--- src/rtl/spi_pkg.sv ---
// Shared SPI definitions for the master_spi / slave_spi_rx pair.
// Instruction width, bit-count width and the receiver FSM encoding.
package spi_pkg;

    localparam int INSTR_W = 32;
    localparam int CNT_W   = $clog2(INSTR_W + 1);

    typedef enum logic [1:0] {
        ST_IDLE  = 2'd0,
        ST_SHIFT = 2'd1,
        ST_DONE  = 2'd2
    } spi_state_e;

endpackage

--- src/rtl/slave_spi_rx_if.sv ---
// Instruction handshake between the SPI receiver and the node core.
// The receiver drives through master; the consumer uses slave.
interface slave_spi_rx_if
    import spi_pkg::*;
#(
    parameter int WIDTH = INSTR_W
);

    logic [WIDTH-1:0] out_instr;
    logic             out_valid;
    logic             out_ready;

    modport master (
        output out_instr,
        output out_valid,
        input  out_ready
    );

    modport slave (
        input  out_instr,
        input  out_valid,
        output out_ready
    );

endinterface

--- src/rtl/spi_sync.sv ---
// Single-bit multi-flop synchroniser with a selectable reset level,
// so an idle line does not look like activity right after reset.
module spi_sync #(
    parameter int   STAGES  = 2,
    parameter logic RST_VAL = 1'b0
) (
    input  logic clk,
    input  logic rst_n,
    input  logic d_i,
    output logic q_o
);

    logic [STAGES-1:0] sync_q;

    // Shift the raw input through the chain
    always_ff @(posedge clk or negedge rst_n) begin
        if (!rst_n) begin
            sync_q <= {STAGES{RST_VAL}};
        end else begin
            sync_q <= {sync_q[STAGES-2:0], d_i};
        end
    end

    assign q_o = sync_q[STAGES-1];

endmodule

--- src/rtl/slave_spi_rx.sv ---
// Node-side SPI instruction receiver: synchronise, deserialise one
// frame per cs_n window, hand it to the core through a holding register.
module slave_spi_rx
    import spi_pkg::*;
#(
    parameter int WIDTH       = INSTR_W,
    parameter int SYNC_STAGES = 2,
    parameter bit MSB_FIRST   = 1'b1
) (
    input  logic                  clk,
    input  logic                  rst_n,
    input  logic                  sclk,
    input  logic                  cs_n,
    input  logic                  mosi,
    slave_spi_rx_if.master        out_if,
    output logic                  overrun,
    output logic                  frame_err,
    output logic                  busy
);

    localparam int CW = $clog2(WIDTH + 1);

    logic sclk_s;
    logic csn_s;
    logic mosi_s;

    spi_sync #(.STAGES(SYNC_STAGES), .RST_VAL(1'b0)) u_sync_sclk (
        .clk(clk), .rst_n(rst_n), .d_i(sclk), .q_o(sclk_s)
    );

    spi_sync #(.STAGES(SYNC_STAGES), .RST_VAL(1'b1)) u_sync_csn (
        .clk(clk), .rst_n(rst_n), .d_i(cs_n), .q_o(csn_s)
    );

    spi_sync #(.STAGES(SYNC_STAGES), .RST_VAL(1'b0)) u_sync_mosi (
        .clk(clk), .rst_n(rst_n), .d_i(mosi), .q_o(mosi_s)
    );

    logic                   sclk_d1_q;
    logic                   csn_d1_q;
    logic                   rise_q;
    logic                   bit_q;
    logic [SYNC_STAGES-1:0] prime_q;
    logic                   armed_q;
    logic                   armed_d;
    logic                   sclk_rise;
    logic                   csn_fall;

    assign sclk_rise = sclk_s & ~sclk_d1_q;
    // A cs_n fall only counts once a real high level has been seen,
    // so a frame already running at reset release is skipped.
    assign csn_fall  = csn_d1_q & ~csn_s & armed_q;
    assign armed_d   = armed_q | (prime_q[SYNC_STAGES-1] & csn_s);

    // Edge detection, sampled data bit and post-reset arming
    always_ff @(posedge clk or negedge rst_n) begin
        if (!rst_n) begin
            sclk_d1_q <= 1'b0;
            csn_d1_q  <= 1'b1;
            rise_q    <= 1'b0;
            bit_q     <= 1'b0;
            prime_q   <= '0;
            armed_q   <= 1'b0;
        end else begin
            sclk_d1_q <= sclk_s;
            csn_d1_q  <= csn_s;
            rise_q    <= sclk_rise;
            bit_q     <= mosi_s;
            prime_q   <= {prime_q[SYNC_STAGES-2:0], 1'b1};
            armed_q   <= armed_d;
        end
    end

    spi_state_e       state_q, state_d;
    logic [CW-1:0]    cnt_q, cnt_d;
    logic [WIDTH-1:0] shreg_q, shreg_d;
    logic [WIDTH-1:0] shifted;
    logic             extra_q, extra_d;
    logic             load_q, load_d;
    logic             ferr_d;

    assign shifted = MSB_FIRST ? {shreg_q[WIDTH-2:0], bit_q}
                               : {bit_q, shreg_q[WIDTH-1:1]};

    // Frame FSM state, bit counter and shift register
    always_ff @(posedge clk or negedge rst_n) begin
        if (!rst_n) begin
            state_q <= ST_IDLE;
            cnt_q   <= '0;
            shreg_q <= '0;
            extra_q <= 1'b0;
            load_q  <= 1'b0;
        end else begin
            state_q <= state_d;
            cnt_q   <= cnt_d;
            shreg_q <= shreg_d;
            extra_q <= extra_d;
            load_q  <= load_d;
        end
    end

    // Frame FSM next state
    always_comb begin
        state_d = state_q;
        cnt_d   = cnt_q;
        shreg_d = shreg_q;
        extra_d = extra_q;
        load_d  = 1'b0;
        ferr_d  = 1'b0;
        unique case (state_q)
            ST_IDLE: begin
                if (csn_fall) begin
                    state_d = ST_SHIFT;
                    cnt_d   = '0;
                    shreg_d = '0;
                    extra_d = 1'b0;
                end
            end
            ST_SHIFT: begin
                if (csn_s) begin
                    state_d = ST_IDLE;
                    ferr_d  = 1'b1;
                    cnt_d   = '0;
                    shreg_d = '0;
                end else if (rise_q) begin
                    shreg_d = shifted;
                    cnt_d   = cnt_q + 1'b1;
                    if (cnt_d == CW'(WIDTH)) begin
                        state_d = ST_DONE;
                        load_d  = 1'b1;
                    end
                end
            end
            ST_DONE: begin
                if (csn_s) begin
                    state_d = ST_IDLE;
                    ferr_d  = extra_q;
                end else if (rise_q) begin
                    extra_d = 1'b1;
                end
            end
            default: begin
                state_d = ST_IDLE;
            end
        endcase
    end

    logic [WIDTH-1:0] instr_q, instr_d;
    logic             valid_q, valid_d;
    logic             ovr_q, ovr_d;
    logic             err_q;
    logic             accept;

    assign accept = valid_q & out_if.out_ready;

    // Holding register: load, overrun on full, clear on handshake
    always_comb begin
        instr_d = instr_q;
        valid_d = valid_q;
        ovr_d   = 1'b0;
        if (load_q) begin
            if (!valid_q || accept) begin
                instr_d = shreg_q;
                valid_d = 1'b1;
            end else begin
                ovr_d = 1'b1;
            end
        end else if (accept) begin
            valid_d = 1'b0;
        end
    end

    // Holding register and single-cycle flag outputs
    always_ff @(posedge clk or negedge rst_n) begin
        if (!rst_n) begin
            instr_q <= '0;
            valid_q <= 1'b0;
            ovr_q   <= 1'b0;
            err_q   <= 1'b0;
        end else begin
            instr_q <= instr_d;
            valid_q <= valid_d;
            ovr_q   <= ovr_d;
            err_q   <= ferr_d;
        end
    end

    assign out_if.out_instr = instr_q;
    assign out_if.out_valid = valid_q;
    assign overrun          = ovr_q;
    assign frame_err        = err_q;
    assign busy             = ~csn_s;

endmodule

--- src/flat_wrapper.sv ---
// flat-port wrapper written by rule: the top's interface ports become plain ports
module slave_spi_rx_flat import spi_pkg::*;
#(
    parameter int WIDTH       = INSTR_W,
    parameter int SYNC_STAGES = 2,
    parameter bit MSB_FIRST   = 1'b1
)
  (clk, rst_n, sclk, cs_n, mosi, overrun, frame_err, busy, out_if_out_instr, out_if_out_valid, out_if_out_ready);
  slave_spi_rx_if #(.WIDTH(WIDTH)) out_if_i ();
  input  logic clk;
  input  logic rst_n;
  input  logic sclk;
  input  logic cs_n;
  input  logic mosi;
  output logic overrun;
  output logic frame_err;
  output logic busy;
  output wire logic [$bits(out_if_i.out_instr)-1:0] out_if_out_instr;
  output wire logic [$bits(out_if_i.out_valid)-1:0] out_if_out_valid;
  input wire logic [$bits(out_if_i.out_ready)-1:0] out_if_out_ready;
  assign out_if_out_instr = out_if_i.out_instr;
  assign out_if_out_valid = out_if_i.out_valid;
  assign out_if_i.out_ready = out_if_out_ready;
  slave_spi_rx #(.WIDTH(WIDTH), .SYNC_STAGES(SYNC_STAGES), .MSB_FIRST(MSB_FIRST)) u_core (.clk(clk), .rst_n(rst_n), .sclk(sclk), .cs_n(cs_n), .mosi(mosi), .out_if(out_if_i), .overrun(overrun), .frame_err(frame_err), .busy(busy));
endmodule
--- config.mk ---
export PLATFORM = sky130hd
export DESIGN_NAME = slave_spi_rx_flat
export DESIGN_NICKNAME = d
export VERILOG_FILES = /design/src/rtl/spi_pkg.sv /design/src/rtl/slave_spi_rx_if.sv /design/src/rtl/spi_sync.sv /design/src/rtl/slave_spi_rx.sv /design/src/flat_wrapper.sv
export SDC_FILE = /design/constraint.sdc
export NUM_CORES = 1
export LEC_CHECK = 0
export ABC_CLOCK_PERIOD_IN_PS = 1610
export BUFFER_PORTS_ARGS = -buffer_cell sky130_fd_sc_hd__buf_2
export CORE_MARGIN = 5
export CORE_UTILIZATION = 40
export DETAILED_ROUTE_END_ITERATION = 10
export MAX_ROUTING_LAYER = met4
export PLACE_DENSITY = 0.61
export REMOVE_ABC_BUFFERS = 1
export SYNTH_ARGS = -nofsm -noshare
export SYNTH_HDL_FRONTEND = slang
export SYNTH_SLANG_ARGS = --single-unit
--- constraint.sdc ---
create_clock -name clk -period 1.61 [get_ports clk]
set_input_delay 0.322 -clock clk [delete_from_list [all_inputs] [get_ports clk]]
set_output_delay 0.322 -clock clk [all_outputs]
set_load 0.05 [all_outputs]
Yosys cells after proc, flatten, opt, wreduce, memory -nomap -nowiden
Cells that the tools add are included.

operators by class
  equality and inequality tests = 10
  order comparisons = 0
  bitwise logic cells = 8
  multiply operators = 0
  add/subtract/negate cells = 1
  shifts and indexed selects = 0
  muxes and demuxes = 30
  reductions and logical operators = 11
  divide/modulo/power cells = 0

operators with widths
  kind                                                                     count
  32-bit 2-to-1 mux                                                        3
  32-bit case mux with 2 select lines                                      1
  6-bit 2-to-1 mux                                                         3
  1-bit 2-to-1 mux                                                         14
  6-bit case mux with 2 select lines                                       1
  2-bit 2-to-1 mux                                                         5
  4-bit AND reduction                                                      2
  6-bit by 1-bit adder with 6-bit output, second input constant            1
  6-bit equality test, second input constant                               1
  2-bit inequality test, second input constant                             3
  3-bit by 2-bit inequality test with 1-bit output, second input constant  2
  2-bit case mux with 3 select lines                                       1
  2-bit nonzero test                                                       3
  1-bit AND                                                                5
  2-bit by 1-bit inequality test with 1-bit output, second input constant  2
  1-bit case mux with 2 select lines                                       2
  2-bit AND reduction                                                      2
  3-bit AND reduction                                                      1
  2-bit by 1-bit equality test with 1-bit output, second input constant    1
  2-bit equality test, second input constant                               1
  2-bit logical NOT                                                        1
  1-bit NOT                                                                2
  1-bit logical NOT                                                        1
  1-bit logical OR                                                         1
  1-bit OR                                                                 1

storage, ports and cells
  latch bits = 0
  bits in registers = 90
  input bits = 6
  memories = 0
  memory bits (read-only) = 0
  RAM bits = 0

Depth between registers and ports, before layout
  depth after elaboration = 6
  depth in mapped cells = 7
  mapped depth without buffers = 6

Cells and area by module
Synthesis repeated with hierarchy kept, for this count alone.

unflattened totals
  cell total of the unflattened synthesis = 228
  area, all modules = 3,379.5 um^2

by module, submodules not included
  module                             cells each  area an instance (um^2)  seq. area each (um^2)  times used
  slave_spi_rx                       222         3,226.8                  2,103.3                1
  spi_sync (u_core.u_sync_mosi ...)  2           50.0                     50.0                   2
  spi_sync (u_core.u_sync_csn)       2           52.6                     52.6                   1

Least setup slack after synthesis
OpenSTA, ideal clock, no wires.

  kind = reg-to-reg
  from = reg u_core.valid_q, in the netlist u_core.out_if.out_valid
  to = reg u_core.instr_q[0], in the netlist u_core.out_if.out_instr[0]
  path buffers = 1
  clock period less this slack = 1.588 ns
  cell stages (with the launch flop) = 5
  slack = 0.022 ns
  arrival time = 1.464 ns
  cells stage by stage = dfrtp_1 nand2b_1 nand2_1 buf_2 mux2_2

between the ends
  cells in the longest elaborated chain, start to end = 3
  elaborated cells on any way between the ends = 4

RTL lines
  element                                                RTL line                                  text
  from (decl)                                            slave_spi_rx.sv:149                       logic valid_q, valid_d;
  from (signal assigned)                                 slave_spi_rx.sv:182                       valid_q <= valid_d;
  1-bit AND / 1-bit logical NOT (equally long branches)  slave_spi_rx.sv:154, slave_spi_rx.sv:162
  1-bit logical OR (*)                                   slave_spi_rx.sv:162                       if (!valid_q || accept) begin
  2-bit AND reduction (no line) (*)                      --
  to (signal assigned)                                   slave_spi_rx.sv:181                       instr_q <= instr_d;
  to (decl)                                              slave_spi_rx.sv:148                       logic [WIDTH-1:0] instr_q, instr_d;

Mark *: on every way between the ends. The rest lies on a longest branch, timed or not.
A chain may end at the register's enable or synchronous reset.

Worst setup path in the final report
  from = reg u_core.u_sync_csn.sync_q[1]
  to = reg u_core.shreg_q[2]

between the ends
  cells in the longest elaborated chain, start to end = 5
  elaborated cells on any way between the ends = 8

RTL lines
  element                                                     RTL line            text
  from (decl)                                                 spi_sync.sv:13      logic [STAGES-1:0] sync_q;
  from (signal assigned)                                      spi_sync.sv:18      sync_q <= {STAGES{RST_VAL}};
  from (signal assigned)                                      spi_sync.sv:20      sync_q <= {sync_q[STAGES-2:0], d_i};
  1-bit NOT                                                   slave_spi_rx.sv:52  assign csn_fall = csn_d1_q & ~csn_s & armed_q;
  1-bit AND (2 in a row)                                      slave_spi_rx.sv:52
  2-bit by 1-bit inequality test with 1-bit output (no line)  --
  3-bit AND reduction (no line)                               --
  to (signal assigned)                                        slave_spi_rx.sv:96  shreg_q <= shreg_d;
  to (decl)                                                   slave_spi_rx.sv:76  logic [WIDTH-1:0] shreg_q, shreg_d;

Several ways; a longest one is shown, not always the timed one.

==> reports/qor.yml <==
place:
  gp_congestion: 0.817
  dpl_cell_area_mm2: 0.00388
  hpwl_mm: 4.02
  port_buffers: 41
global_route:
  grt_max_degree: 42
  grt_pass1_vias: 2237
  grt_pass1_wl_mm: 10.8
  track_usage_pct: 13.4
  grt_overflow: 0
  antenna_found_initial: 0
sta:
  finalCritPeriodShare_pct: 99.8
  grt_setup_unrepaired: "yes"
  setup_violations: 0
  clock_skew_ps: 9.09
  period_needed_ps: 1610
  setup_tns_ps: 0
  holdWs_ps: 69.0
  fmax_mhz: 622
  finalMaxSlewViolations: 0
  hold_viol_final: 0
yosys:
  synthTopCellsByCount: "87 x dfrtp_1, 42 x nand2_1, 32 x mux2_2, 19 x a22o_1, 17 x o21ai_1"
  syn_inst: 263
  ys_top_cells_by_area: "dfrtp_1 62%, mux2_2 10%, a22o_1 4.8%, nand2_1 4.5%, o21ai_1 2.4%"
  yosys_warnings: 0
  synth.largest_area_cell: "dfrtp_1"
  ys_types: 35
  async_flop_share_pct: 100
  yosysMostFrequentCell: "dfrtp_1"
  synthDominantCellAreaShare_pct: 62.4
  synth-edff-count: 0
  synth-seq-cells: 90
  syn_area_mm2: 0.00349
  seq_area_frac_synth_pct: 64.7
  ys.flop_type: "dfrtp_1"
  post_synth.cell_area_avg_um2: 13.3
detailed_routing:
  wl_per_cell_um: 14.8
  drc: 0
  num_vias: 2170
  drtAntennaViolNets: 0
  viasPerCell: 4.97
  drt_wl_total_mm: 6.49
  dr.pass1.iters: 4
  drtIter0Drc: 130
job:
  maxCapViolCount: 0
setup_path:
  path_max_fanout: 22
  worstPathArrival_ps: 1840
  cp.required_ps: 1850
  end_kind: "flip-flop"
  criticalPathCategory: "reg2reg"
  crit_path_start_kind: "flip-flop"
final_layout:
  utilization_pct: 49.7
  antenna_cells: 0
  postLayoutCellArea_mm2: 0.00427
  final_nets: 334
  drive_above_1_share_pct: 39.5
  areaGrowthSynthToFinish_pct: 22.5
clock_network:
  cts_sinks: 90
  cts_max_path_buffers: 2
  cts_tree: "built"
  clkTransAtPathRegs_ps: 80
  clk_latency_ps: 350
  cts.htree.levels: 3
  root_buffer: "clkbuf_8"
  cts-buffers-inserted: 9
status:
  status: "complete, no violations"
min_path:
  hp-class: "in2reg"
floorplan:
  core_mm2: 0.00859
  rows: 34
  die_w_um: 103
  die_h_um: 103
  ios: 42
  initial_core_util_pct: 40.6
  floorplan.die_area_mm2: 0.0107
power_and_ir_drop:
  ir_drop_mv: 0.475
  p_leak_nw: 2.15
  p_per_area_mw_per_mm2: 1190
## logic make-up after synthesis
family | count (synthesis) | synth area share [%]
other cells | 1 | 0.108
compound gates | 52 | 10.8
flops | 90 | 64.7
fa+ha+maj | 4 | 1.44
mux | 35 | 11.2
buf+inv | 17 | 3.34
xor+xnor | 1 | 0.251
simple gates | 63 | 8.22
## flip-flops by register name (all words and copies together) (netlist names)
name,flops
u_core.out_if.out_valid,1
u_core.csn_d1_q,1
u_core.u_sync_mosi.sync_q,2
u_core.sclk_d1_q,1
u_core.overrun,1
u_core.rise_q,1
u_core.shreg_q,32
u_core.cnt_q,6
u_core.u_sync_sclk.sync_q,2
u_core.frame_err,1
u_core.armed_q,1
u_core.load_q,1
u_core.extra_q,1
u_core.prime_q,2
u_core.bit_q,1
u_core.state_q,2
u_core.u_sync_csn.sync_q,2
u_core.out_if.out_instr,32
## power by group
group,switching [W],internal [W]
registers,0.0000383,0.00231
logic,0.000655,0.000570
clock network,0.000755,0.000762
## metrics by stage
stage / setup WS, ps / power (W) / instances
final: 2.68 / 0.00509 / 437
after detailed placement: 12.2 / 0.00320 / 414
after CTS: 3.22 / 0.00474 / 431
after global placement: 29.4 / 0.00318 / 414
after floorplan: -398 / 0.00283 / 252
after global routing: -57.9 / 0.00536 / 437
## worst paths after layout
check                                                 start  depth (start not counted)                           to  slack (ps)
worst max-delay path            u_core.u_sync_csn.sync_q[1]                          4            u_core.shreg_q[2]           3
worst min-delay path                                   cs_n                          1  u_core.u_sync_csn.sync_q[0]          70
worst max register to register  u_core.u_sync_csn.sync_q[1]                          4            u_core.shreg_q[2]           3
worst min register to register            u_core.prime_q[0]                          0            u_core.prime_q[1]         350
max in group asynchronous                             rst_n                          3              u_core.cnt_q[4]         600
min in group asynchronous                             rst_n                          2  u_core.out_if.out_instr[30]         450
## cell type report
cell class                 count  area, µm²
clock buffer                  12        145
clock inverter                 4       51.3
fill                         765       4320
inverter                       6       22.5
multi-input combinational    156       1200
sequential                    90       2260
tap                          108        135
timing repair buffer          61        467
## cells in the final DEF, fill, tap and decap left out, types with 3 or more instances in the layout
cell,instances
buf_2,39
clkbuf_8,10
nor2b_1,3
a22o_1,19
dfrtp_1,87
mux2_2,32
dfstp_2,3
o21ai_2,4
a31oi_1,3
mux2i_1,3
buf_6,3
inv_1,3
o21ai_0,3
nor2_1,5
o21ai_1,14
nand2_1,40
buf_4,11
buf_12,4
inv_2,3
nand3_1,3
## worst max-delay path: stages, from the launching register on
cell     delay, ps
dfstp_2        610
and3b_2        260
o21ba_2        230
buf_12         160
a22o_1         240
## routing by layer
layer  part of all wire (%)  vias to the layer above  track usage [%]
li1                       -                     1036                -
met5                      0                        -                -
met2                     46                       46             20.0
met1                     48                     1076             17.7
met4                    2.0                        0             6.57
met3                    3.9                       12             2.28
## timing repair
| action | CTS | global route |
|---|---|---|
| gates cloned | 0 | 2 |
| hold buffers | 1 | 0 |
| endpoints found under the setup margin | 14 | 40 |
| resized for setup | 2 | 26 |
| endpoints found under the hold margin | 25 | 0 |
| pin swaps | 0 | 2 |
| setup buffers | 0 | 4 |
Power figures use the tool's default switching activity.
